<file path="src/rtl/mem_arbiter.sv">
// -----------------------------------------------------------------------------
// mem_arbiter_pkg / mem_arbiter
//
// Purpose:
//   Arbitrates a single shared memory port between an instruction-fetch
//   requester (read only) and a load/store requester (read or write).
//   Load/store normally wins a tie, but an instruction fetch that keeps
//   losing is forced through after MAX_LS_STREAK consecutive load/store
//   grants, so fetch can never be starved.
//
// Parameters:
//   WORD_SIZE      width of addresses and data words on every port
//   MAX_LS_STREAK  load/store grants allowed in a row while a fetch waits (1..15)
//
// Ports:
//   clock, reset          rising-edge clock, asynchronous active-high reset
//   if_req/if_addr        fetch request and address (held until if_done)
//   if_done/if_rdata      one-cycle completion pulse and fetched word
//   ls_req/ls_we          load/store request, 1 = store
//   ls_addr/ls_wdata      load/store address and store data
//   ls_done/ls_rdata      one-cycle completion pulse and load data
//   mem_op                MEM_IDLE / MEM_READ_EN / MEM_WRITE_EN
//   mem_addr/mem_wdata    shared-port address and write data
//   mem_rdata/mem_ready   shared-port read data and access-complete strobe
// -----------------------------------------------------------------------------

package mem_arbiter_pkg;
    typedef enum logic [1:0] {
        MEM_IDLE     = 2'd0,
        MEM_READ_EN  = 2'd1,
        MEM_WRITE_EN = 2'd2
    } mem_op_t;
endpackage

module mem_arbiter
    import mem_arbiter_pkg::*;
#(
    parameter int WORD_SIZE     = 32,
    parameter int MAX_LS_STREAK = 4
) (
    input  logic                 clock,
    input  logic                 reset,

    input  logic                 if_req,
    input  logic [WORD_SIZE-1:0] if_addr,
    output logic                 if_done,
    output logic [WORD_SIZE-1:0] if_rdata,

    input  logic                 ls_req,
    input  logic                 ls_we,
    input  logic [WORD_SIZE-1:0] ls_addr,
    input  logic [WORD_SIZE-1:0] ls_wdata,
    output logic                 ls_done,
    output logic [WORD_SIZE-1:0] ls_rdata,

    output mem_op_t              mem_op,
    output logic [WORD_SIZE-1:0] mem_addr,
    output logic [WORD_SIZE-1:0] mem_wdata,
    input  logic [WORD_SIZE-1:0] mem_rdata,
    input  logic                 mem_ready
);

    typedef enum logic [1:0] {
        IDLE    = 2'd0,
        BUSY_IF = 2'd1,
        BUSY_LS = 2'd2
    } state_t;

    localparam logic [3:0] STREAK_MAX = 4'(MAX_LS_STREAK);

    state_t               state_q,     state_d;
    mem_op_t              mem_op_q,    mem_op_d;
    logic [WORD_SIZE-1:0] mem_addr_q,  mem_addr_d;
    logic [WORD_SIZE-1:0] mem_wdata_q, mem_wdata_d;
    logic                 lat_we_q,    lat_we_d;
    logic                 if_done_q,   if_done_d;
    logic                 ls_done_q,   ls_done_d;
    logic [WORD_SIZE-1:0] if_rdata_q,  if_rdata_d;
    logic [WORD_SIZE-1:0] ls_rdata_q,  ls_rdata_d;
    logic [3:0]           streak_q,    streak_d;

    logic                 grant_if;
    logic                 grant_ls;

    // Arbitration decision, only meaningful while IDLE. Load/store wins a
    // tie unless the fetch has already been passed over STREAK_MAX times.
    always_comb begin
        grant_ls = 1'b0;
        grant_if = 1'b0;
        if (state_q == IDLE) begin
            grant_ls = ls_req && !(if_req && (streak_q == STREAK_MAX));
            grant_if = if_req && !grant_ls;
        end
    end

    always_comb begin
        state_d     = state_q;
        mem_op_d    = mem_op_q;
        mem_addr_d  = mem_addr_q;
        mem_wdata_d = mem_wdata_q;
        lat_we_d    = lat_we_q;
        if_rdata_d  = if_rdata_q;
        ls_rdata_d  = ls_rdata_q;
        streak_d    = streak_q;
        if_done_d   = 1'b0;
        ls_done_d   = 1'b0;

        case (state_q)
            IDLE: begin
                if (grant_if) begin
                    state_d    = BUSY_IF;
                    mem_op_d   = MEM_READ_EN;
                    mem_addr_d = if_addr;
                    streak_d   = 4'd0;
                end else if (grant_ls) begin
                    state_d     = BUSY_LS;
                    mem_op_d    = ls_we ? MEM_WRITE_EN : MEM_READ_EN;
                    mem_addr_d  = ls_addr;
                    mem_wdata_d = ls_wdata;
                    lat_we_d    = ls_we;
                    // Only grants that make a fetch wait count toward the streak.
                    if (if_req && (streak_q != STREAK_MAX)) begin
                        streak_d = streak_q + 4'd1;
                    end
                end
            end

            BUSY_IF: begin
                if (mem_ready) begin
                    state_d    = IDLE;
                    mem_op_d   = MEM_IDLE;
                    if_done_d  = 1'b1;
                    if_rdata_d = mem_rdata;
                end
            end

            BUSY_LS: begin
                if (mem_ready) begin
                    state_d   = IDLE;
                    mem_op_d  = MEM_IDLE;
                    ls_done_d = 1'b1;
                    // Stores leave the last load result untouched.
                    if (!lat_we_q) begin
                        ls_rdata_d = mem_rdata;
                    end
                end
            end

            default: begin
                state_d  = IDLE;
                mem_op_d = MEM_IDLE;
            end
        endcase
    end

    // Reset aborts any access in flight; the done flops clear with it, so
    // no completion pulse can follow an aborted access.
    always_ff @(posedge clock or posedge reset) begin
        if (reset) begin
            state_q     <= IDLE;
            mem_op_q    <= MEM_IDLE;
            mem_addr_q  <= '0;
            mem_wdata_q <= '0;
            lat_we_q    <= 1'b0;
            if_done_q   <= 1'b0;
            ls_done_q   <= 1'b0;
            if_rdata_q  <= '0;
            ls_rdata_q  <= '0;
            streak_q    <= 4'd0;
        end else begin
            state_q     <= state_d;
            mem_op_q    <= mem_op_d;
            mem_addr_q  <= mem_addr_d;
            mem_wdata_q <= mem_wdata_d;
            lat_we_q    <= lat_we_d;
            if_done_q   <= if_done_d;
            ls_done_q   <= ls_done_d;
            if_rdata_q  <= if_rdata_d;
            ls_rdata_q  <= ls_rdata_d;
            streak_q    <= streak_d;
        end
    end

    assign mem_op    = mem_op_q;
    assign mem_addr  = mem_addr_q;
    assign mem_wdata = mem_wdata_q;
    assign if_done   = if_done_q;
    assign ls_done   = ls_done_q;
    assign if_rdata  = if_rdata_q;
    assign ls_rdata  = ls_rdata_q;

endmodule

</file>
<file path="config.mk">
export PLATFORM = sky130hd
export DESIGN_NAME = mem_arbiter
export DESIGN_NICKNAME = d
export VERILOG_FILES = /design/src/rtl/mem_arbiter.sv
export SDC_FILE = /design/constraint.sdc
export NUM_CORES = 1
export LEC_CHECK = 0
export BUFFER_PORTS_ARGS = -buffer_cell sky130_fd_sc_hd__buf_2
export CORE_ASPECT_RATIO = 1.5
export CORE_UTILIZATION = 45
export CTS_CLUSTER_SIZE = 25
export DETAILED_ROUTE_END_ITERATION = 8
export PLACE_DENSITY_LB_ADDON = 0.1
export SYNTH_ARGS = -nofsm -noshare
export SYNTH_HDL_FRONTEND = slang
export SYNTH_SLANG_ARGS = --single-unit
</file>
<file path="constraint.sdc">
create_clock -name clock -period 7.8 [get_ports clock]
set_clock_uncertainty 0.2 [all_clocks]
set_input_delay 0.78 -clock clock [delete_from_list [all_inputs] [get_ports clock]]
set_output_delay 0.78 -clock clock [all_outputs]
set_load 0.02 [all_outputs]
</file>
==> summary.txt <==
Setup path
  – R2r endpoint: mem_wdata[31]$_DFFE_PP0P_
  – Worst EP arrival: 2.57 ns
  – Crit path launch type: flop
  – Buf/Inv on CP: 2
  – Cell Chain, Critical Path: inv_1 -> ha_1 -> nand2_1 -> a21oi_4 -> buf_4 -> mux2_2
  – CP Data Required Time: 7.89 ns
  – Critical R2R Launch: state_q[0]$_DFFE_PP0P_
  – Worst path depth: 6
  – Worst reg2reg path depth: 6
  – Critical path's slowest cell: buf_4
  – Crit Path Max Fanout: 32
  – R2R setup slack: 5.31 ns
  – Critical path's largest stage delay: 0.48 ns
  – Crit. End Element: flop
  – CP Class: flop to flop
  – Setup crit start: state_q[0]$_DFFE_PP0P_
  – Top delay family on crit path: buffers and inverters

Yosys
  – Predominant post-synthesis flop cell: dfrtp_1
  – EDFF count, synth: 0
  – Syn Nets: 522
  – Async SR Flop Fraction: 100%
  – Synth Register Bits: 139
  – Mapped cell area: 5810 um^2
  – Cells after Synth: 383
  – Sequential share of the synthesized area: 59.9%
  – Count of cell types in the netlist: 41
  – Post-Syn Area per Cell: 15.2 um^2
  – Synth Warn #: 0

STA
  – Max frequency: 402 MHz
  – Setup_tns: 0 ns
  – Fin. Hold Viols: 0
  – Count of final setup violators: 0
  – RSZ-0062 raised after global routing: no
  – Minimum clock period: 2.49 ns
  – Final period utilization: 31.9%
  – Slew HR: 36.2%
  – Slew @ Worst Pin: 0.957 ns
  – Slew Limit Fails: 0

Run
  – Max-cap violations: 0

CTS
  – Root buf cell: clkbuf_16
  – CTS tree: yes
  – CTS sink cnt: 139
  – H-Tree Depth: 4
  – Clock tree buffer depth: 2
  – Clk_lat worst skew: 0.41 ns
  – PostCTS Resize Cnt: 0
  – Post-CTS Hold Buffers: 0
  – Cts bufs inserted: 17
  – Clk pin slew, worst setup/hold paths: 0.06 ns
  – Postcts setup bufs: 0

Detailed routing
  – Number of vias per cell: 5.07
  – Routed length on met1: 5.33 mm
  – Drc violations: 0
  – 1st-iter DRT viols: 117
  – Via Count: 4,161
  – Antenna-violating nets left: 0
  – Routed WL per cell: 16.8 um
  – Met3 routed WL: 991 um
  – DRT Pass-1 Iters: 4
  – Top layer in use: met4
  – Met2 Wirelength: 7.13 mm
  – Wirelength, routed: 13.8 mm

Pwr
  – Seq pwr share: 34.0%
  – Clock power share: 23.2%
  – Internal: 2.31 mW
  – Pleak: 3.89 nW
  – Combinational power share: 42.8%
  – Switching share of power: 37.6%
  – Worst vdd ir: 180 uV
  – P per Cell Area: 473 nW/um^2
  – P_sw: 1.39 mW

Run status
  – Status: finished, final reports clean

Finish
  – Share of post-route cells with drive strength above 1: 61.5%
  – Post-route cell area: 7830 um^2
  – P&R area growth vs syn: 34.8%
  – # fillers: 1,028
  – Layout Nets: 789

Placement
  – Routability cong.: 0.781
  – Hpwl dp: 10.1 mm
  – IO buf count: 265
  – Placement Cell Area: 7190 um^2

Hold path
  – Hold path depth: 1
  – Hold crit path type: flop to flop
  – WHS Endpoint: mem_op[0]$_DFFE_PP0P_
  – HP Start: mem_op[0]$_DFFE_PP0P_

Global routing
  – Grt ovf: 0
  – First-pass GRT wire length: 21.8 mm
  – Initial antenna violation count: 1
  – Vias in the first global route: 4,347
  – GRT Overall Usage: 21.6%
  – Pin count of the biggest net entering global routing: 78

Die
  – IO Pins: 266
  – Row count: 50
  – Die footprint: 13,400 um^2
  – Total core area: 12,500 um^2
  – Die Y: 141 um
  – Die Width: 94.8 um
  – Initial core utilization: 46.4%
## cell families after synthesis
kind of cell	count (synthesis)	share of synthesized area, %
DFF	139	59.9
adders and majority gates	5	1.08
muxes	97	20.7
AOI/OAI and AO/OA	55	9.20
and+or+nand+nor	49	4.87
buffers and inverters	38	4.20
## sequential cells by signal, summed over array words and instances (netlist names)
register / flops
if_done: 1
if_rdata: 32
lat_we_q: 1
ls_done: 1
ls_rdata: 32
mem_addr: 32
mem_op: 2
mem_wdata: 32
state_q: 2
streak_q: 4
## per-stage QoR
stage / std cells / worst slack [ns] / power [mW] / utilization (%) / hold slack, ns
6_report: 821 / 5.31 / 3.70 / 62.6 / 0.290
5_1_grt: 819 / 5.19 / 3.92 / 62.5 / 0.305
4_1_cts: 819 / 5.31 / 3.75 / 62.5 / 0.292
3_5_place_dp: 787 / 5.05 / 2.87 / 57.4 / 0.276
3_3_place_gp: 787 / 5.08 / 2.82 / 57.4 / 0.269
2_1_floorplan: 383 / 3.10 / 2.36 / - / 0.255
## worst max path at each step
| stage | end |
|---|---|
| 2_1_floorplan | if_done$_DFF_PP0_ |
| 3_5_place_dp | ls_rdata[13]$_DFFE_PP0P_ |
| 4_1_cts | mem_wdata[31]$_DFFE_PP0P_ |
| 3_3_place_gp | ls_rdata[7]$_DFFE_PP0P_ |
| 6_report | mem_wdata[31]$_DFFE_PP0P_ |
| 5_1_grt | ls_rdata[6]$_DFFE_PP0P_ |
## cell type report
cell class,count,area [um^2],area share [%]
clock inverters,14,208,2.65
inverters,16,65.1,0.831
multi-input cells,206,2080,26.6
well taps,156,195,2.49
diodes,2,5.00,0.0639
flip-flops and latches,139,3480,44.4
repair buffers,270,1360,17.4
clock buffers,18,429,5.48
## routing by layer
layer	GRT usage (%)	up-vias
met5	0	-
met4	9.97	0
met3	6.20	24
met2	36.3	193
met1	25.0	2026
li1	-	1918
## power groups by stage
| stage | logic [mW] | clock network, mW | registers, mW |
|---|---|---|---|
| after floorplan | 0.683 | 0 | 1.68 |
| after global placement | 1.57 | 0 | 1.25 |
| after detailed placement | 1.61 | 0 | 1.26 |
| after CTS | 1.61 | 0.883 | 1.26 |
| after global routing | 1.69 | 0.920 | 1.30 |
| final | 1.59 | 0.860 | 1.26 |
## layout by cell type (no fill, tap or decap), types with 2 or more instances in the layout
cell type,n
a21o_1,2
buf_2,265
buf_4,5
bufinv_16,4
clkbuf_16,17
clkinv_4,2
clkinvlp_4,2
dfrtp_1,139
diode_2,2
ha_1,5
inv_1,13
inv_2,2
inv_6,6
mux2_1,2
mux2_2,65
mux2_4,30
nand2_1,11
nand2b_1,28
nand3_1,2
o2111ai_1,7
o211ai_1,7
o21ai_0,2
o221a_1,22
o221a_2,3
o2bb2ai_1,2
## synthesized netlist by cell type (3+ instances only)
cell	number	area (um^2)
buf_12	3	60.1
buf_2	8	40.0
buf_6	5	56.3
clkbuf_1	4	15.0
dfrtp_1	139	3480
ha_1	5	62.6
inv_1	14	52.6
mux2_2	65	732
mux2_4	30	450
nand2_1	11	41.3
nand2b_1	28	175
o2111ai_1	7	61.3
o211ai_1	7	52.6
o221a_1	22	248
o221a_2	3	33.8
No activity file was read; power rests on OpenSTA's default activity.
